**config.mk**
```make
export PLATFORM = sky130hd
export DESIGN_NAME = pc_fetch_unit
export DESIGN_NICKNAME = d
export VERILOG_FILES = /design/src/rtl/pc_fetch_unit.sv
export SDC_FILE = /design/constraint.sdc
export NUM_CORES = 1
export LEC_CHECK = 0
export BUFFER_PORTS_ARGS = -buffer_cell sky130_fd_sc_hd__buf_4
export CORE_AREA = 2 2 149 151
export CTS_CLUSTER_DIAMETER = 50
export CTS_CLUSTER_SIZE = 24
export DETAILED_ROUTE_END_ITERATION = 10
export DIE_AREA = 0 0 151 153
export PLACE_DENSITY = 0.66
export SLEW_MARGIN = 20
export SYNTH_ARGS = -nofsm -noshare
export SYNTH_HDL_FRONTEND = slang
export SYNTH_SLANG_ARGS = --single-unit
```
**constraint.sdc**
```tcl
create_clock -name clk -period 2.5 [get_ports clk]
set_input_delay 0.375 -clock clk [delete_from_list [all_inputs] [get_ports clk]]
set_output_delay 0.375 -clock clk [all_outputs]
set_load 0.01 [all_outputs]
```
**src/rtl/pc_fetch_unit.sv**
```systemverilog
// Program counter and instruction-fetch stage: owns the PC, issues req/ack fetches and
// presents one registered instruction to decode. Optional FETCH_ALIGN_CHECK_EN flags misaligned redirects.
module pc_fetch_unit #(
    parameter logic [31:0] RESET_PC = 32'h0000_0000,
    parameter logic [31:0] NOP_INST = 32'h0000_0013
) (
    input  logic        clk,
    input  logic        rst_n,
    input  logic        stall,
    input  logic        br_taken,
    input  logic [31:0] br_pc,
    input  logic [31:0] br_offset_shl,
    input  logic        jalr_en,
    input  logic [31:0] jalr_target,
    output logic        imem_req,
    output logic [31:0] imem_addr,
    input  logic        imem_ack,
    input  logic [31:0] imem_rdata,
    output logic        if_valid,
    output logic [31:0] if_pc,
    output logic [31:0] if_inst,
    input  logic        if_ready,
    output logic        misalign_err
);

    typedef enum logic [1:0] {BOOT, REQ, WAIT_SLOT} state_t;

    state_t      state_q, state_d;
    logic [31:0] pc_q, pc_d;
    logic        req_q, req_d;
    logic [31:0] addr_q, addr_d;
    logic        valid_q, valid_d;
    logic [31:0] ifpc_q, ifpc_d;
    logic [31:0] inst_q, inst_d;
    logic        kill_q, kill_d;
    logic        redirect;
    logic [31:0] raw_tgt;
    logic [31:0] tgt;

    assign redirect = br_taken | jalr_en;
    assign raw_tgt  = br_taken ? (br_pc + br_offset_shl) : {jalr_target[31:1], 1'b0};

`ifdef FETCH_ALIGN_CHECK_EN
    logic mis_q;

    assign tgt          = {raw_tgt[31:2], 2'b00};
    assign misalign_err = mis_q;

    always_ff @(posedge clk or negedge rst_n) begin
        if (!rst_n) mis_q <= 1'b0;
        else        mis_q <= redirect & raw_tgt[1];
    end
`else
    assign tgt          = raw_tgt;
    assign misalign_err = 1'b0;
`endif

    always_comb begin
        state_d = state_q;
        pc_d    = pc_q;
        req_d   = req_q;
        addr_d  = addr_q;
        valid_d = valid_q;
        ifpc_d  = ifpc_q;
        inst_d  = inst_q;
        kill_d  = kill_q;

        // Decode consuming the slot empties it unless a new word is loaded below.
        if (valid_q && if_ready) begin
            valid_d = 1'b0;
            inst_d  = NOP_INST;
        end

        if (redirect) begin
            valid_d = 1'b0;
            inst_d  = NOP_INST;
            pc_d    = tgt;
            state_d = REQ;
            req_d   = 1'b1;
            // An unacked request must stay on the bus; its data is dropped via kill.
            if (state_q == REQ && !imem_ack) begin
                kill_d = 1'b1;
            end else begin
                kill_d = 1'b0;
                addr_d = tgt;
            end
        end else begin
            case (state_q)
                BOOT: begin
                    state_d = REQ;
                    req_d   = 1'b1;
                    addr_d  = pc_q;
                end
                REQ: begin
                    if (imem_ack) begin
                        if (kill_q) begin
                            kill_d = 1'b0;
                            addr_d = pc_q;
                        end else begin
                            valid_d = 1'b1;
                            inst_d  = imem_rdata;
                            ifpc_d  = addr_q;
                            pc_d    = addr_q + 32'd4;
                            if (if_ready && !stall) begin
                                addr_d = addr_q + 32'd4;
                            end else begin
                                state_d = WAIT_SLOT;
                                req_d   = 1'b0;
                            end
                        end
                    end
                end
                WAIT_SLOT: begin
                    if ((!valid_q || if_ready) && !stall) begin
                        state_d = REQ;
                        req_d   = 1'b1;
                        addr_d  = pc_q;
                    end
                end
                default: begin
                    state_d = BOOT;
                    req_d   = 1'b0;
                end
            endcase
        end
    end

    always_ff @(posedge clk or negedge rst_n) begin
        if (!rst_n) begin
            state_q <= BOOT;
            pc_q    <= RESET_PC;
            req_q   <= 1'b0;
            addr_q  <= RESET_PC;
            valid_q <= 1'b0;
            ifpc_q  <= 32'h0;
            inst_q  <= NOP_INST;
            kill_q  <= 1'b0;
        end else begin
            state_q <= state_d;
            pc_q    <= pc_d;
            req_q   <= req_d;
            addr_q  <= addr_d;
            valid_q <= valid_d;
            ifpc_q  <= ifpc_d;
            inst_q  <= inst_d;
            kill_q  <= kill_d;
        end
    end

    assign imem_req  = req_q;
    assign imem_addr = addr_q;
    assign if_valid  = valid_q;
    assign if_pc     = ifpc_q;
    assign if_inst   = inst_q;

endmodule

```
==> summary.md <==
| Metric | Value |
|---|---|
| CP Class | `primary input to flip-flop` |
| Ys async rst share | `1.00` |
| Area grow syn2layout | `40.0%` |
| Synthesized flop and latch total | `132` |
| Die height | `153 um` |
| Mapped Cells | `1038` |
| Arrival @ worst endpoint | `2.75 ns` |
| Final hold violation count | `0` |
| Net count after synthesis | `1206` |
| Min cycle time layout | `2.44 ns` |
| Synth unique cells | `75` |
| Share of cells above drive strength 1 | `0.310` |
| Pwr dens | `704 nW/um2` |
| Crit-path max cell delay | `0.47 ns` |
| Worst path cell trace | `buf_4 > ha_1 > a21o_1 > and4_2 > o2111ai_2 > a2111oi_4 > o221ai_2 > a41oi_1 > o311a_1 > o21ai_1 > o21a_1` |
| Vias per cell | `5.44` |
| Fin Clk Skew | `0.0112 ns` |
| Area of the multi-input gates | `4940 um2` |
| Predominant post-synthesis flop cell | `dfrtp_1` |
| Final worst slack | `0.0632 ns` |
| Clk pin slew, worst setup/hold paths | `0.06 ns` |
| H-tree Lvls | `4` |
| Clock insertion delay at the later pin of the skew report | `0.43 ns` |
| Number of port buffers | `231` |
| Reg area | `3310 um2` |
| Initial Util | `0.397` |
| Fillers | `2019` |
| Die Width | `151 um` |
| Initial DRT Pass Iterations | `5` |
| First-pass GRT wire length | `44.7 mm` |
| Startpoint Class | `primary input` |
| Via count | `8862` |
| Core ar. | `21500 um2` |
| Final setup fails | `0` |
| Slew at the pin closest to its max-slew limit | `1.03 ns` |
| Mapped Area | `8530 um2` |
| Static Leak | `5.64 nW` |
| Tot GR Track Use | `0.246` |
| Root Buffer | `clkbuf_16` |
| Pre-CTS setup slack | `-0.350 ns` |
| Worst path slowest cell | `a2111oi_4` |
| Drt total wl | `28.4 mm` |
| Setup crit start | `br_pc[1]` |
| Max-slew headroom | `0.313` |
| Max cap viols | `0` |
| Hpwl dp | `21.5 mm` |
| Status | `finished clean` |
| Avg WL per Cell | `17.4 um` |
| Full die area | `23100 um2` |
| I/O pin count | `234` |
| Ys Warns | `0` |
| Layout Cells excl Fill | `1630` |
| GPL Wtd Cong | `0.913` |
| Fin Setup TNS | `0 ns` |
| Worst setup EP type | `flip-flop` |
| Sequential area share after synthesis | `0.388` |
| CTS tree | `yes` |
| VDD IR max | `0.465 mV` |
| Post-route ant nets | `0` |
| Grt ovf | `0` |
| Crit share post-route | `0.975` |
| # diodes | `0` |
| Post-synth EDFFs | `0` |
| Num CTS Buffers | `17` |
| Initial antenna violation count | `0` |
| Final Util | `0.556` |
| Slew Limit Fails | `0` |
| Max Freq | `0.410 GHz` |
| Post-DP Area | `11300 um2` |
| Hold_sp | `imem_rdata[0]` |
| # rows | `54` |
| DR DRC count | `0` |
| Max Root-Sink Buffers | `2` |
| Largest net degree at the start of global routing | `71` |
| Synth Area per Inst | `8.21 um2` |
| CTS sink cnt | `132` |
| Worst-path fanout max | `3` |
| Hold Crit Class | `primary input to flip-flop` |
| # nets final | `1505` |
| Initial drt markers | `648` |
| Final instance area | `11900 um2` |
| Number of global-route vias before repair | `8439` |
| Critical path data required time | `2.81 ns` |
| Placed cells | `1597` |
| RR Startpoint | `imem_addr[7]` |
-- per-stage QoR --
| stage | power [mW] | hold slack (ns) |
|---|---|---|
| final | 8.40 | 0.168 |
| after global routing | 8.89 | 0.152 |
| after CTS | 8.44 | 0.156 |
| after detailed placement | 5.81 | 0.438 |
| after global placement | 5.75 | 0.442 |
| after floorplan | 4.32 | 0.0794 |
-- state kept, by name, indices dropped and copies added, names as in the netlist --
signal     count
kill_q         1
imem_addr     32
imem_req       1
if_valid       1
if_inst       32
state_q        1
if_pc         32
pc_q          32
-- synthesized netlist by cell type (all sizes together), types with 12 or more instances --
library cell | count | share of area
buf | 20 | 0.011
o21ai | 86 | 0.050
nand2 | 192 | 0.085
a22o | 18 | 0.018
nor3 | 12 | 0.0088
clkbuf | 51 | 0.023
a21oi | 105 | 0.063
xnor2 | 32 | 0.033
inv | 13 | 0.0057
and3 | 20 | 0.015
nand3 | 47 | 0.029
xor2 | 22 | 0.023
dfrtp | 129 | 0.38
a211oi | 12 | 0.011
nor2 | 79 | 0.035
ha | 32 | 0.047
a31oi | 18 | 0.015
-- layout by cell type, fill, tap and decap left out, drive strengths merged, types with 5 or more instances in the layout --
cell    instances
clkbuf         18
o21a            6
nand4          11
xnor2          32
a22oi           7
o211ai          8
buf           350
inv            17
o22a           10
o21bai          5
nand2         192
a211oi         12
nor3           12
nor4            5
nand3          47
and3           20
nor2           79
nand2b         11
o21ai          86
and2            6
xor2           22
dfrtp         129
nor2b           9
ha             32
a31oi          18
o31ai           6
a22o           18
a21oi         105
a21o           11
-- per-layer routing --
| metal | share of wire | vias to the layer above | global-route usage |
|---|---|---|---|
| met3 | 0.079 | 36 | 0.0507 |
| met1 | 0.45 | 4168 | 0.342 |
| met2 | 0.45 | 385 | 0.384 |
| met4 | 0.024 | 0 | 0.0792 |
| li1 | - | 4273 | - |
| met5 | 0 | - | 0 |
-- logic make-up (layout without fill, tap and decap cells) --
logic type	after synthesis	in the layout	share of synthesized area
xor gates and xnor gates	54	54	0.0555
and+or+nand+nor	409	409	0.219
muxes	4	4	0.00470
adders and majority gates	33	33	0.0493
AOI/OAI and AO/OA	321	321	0.243
other	1	1	0.000440
DFF	132	132	0.388
buffers and inverters	84	396	0.0395
-- worst max-delay path: cells and delay by family --
kind                     cells  cell delay [ns]
AO/OA/AOI/OAI                8             1.71
buffers and inverters        1             0.13
adder cells (fa/ha/maj)      1             0.27
AND/OR/NAND/NOR              1             0.28
-- layout make-up --
type	count	share of cell area
clock buffer	18	0.0368
clock inverter	14	0.0147
inverter	13	0.00409
multi-input combinational	822	0.414
sequential	132	0.277
tap	280	0.0294
timing repair buffer	351	0.224
-- path summary, 6_finish.rpt --
path,end,slack [ns],depth (start not counted)
hold reg to reg,if_pc[3],0.47,2
max in group asynchronous,if_inst[13],1.26,3
hold / removal,if_inst[0],0.17,2
setup / recovery,imem_addr[31],0.06,11
setup reg to reg,imem_addr[29],0.24,9
min in group asynchronous,if_pc[0],0.53,2
-- power by group --
group	leakage [nW]	internal, mW	switching, mW
clock network	0.294	1.61	1.00
registers	1.65	2.55	0.307
logic	3.69	1.40	1.54
total	5.64	5.55	2.85
-- timing repair --
action,4_1_cts,5_1_grt
hold buffers,1,0
setup endpoints to repair,0,5
resized for setup,0,4
buffers inserted,0,0
hold endpoints to repair,32,0
Power figures use the tool's default switching activity.
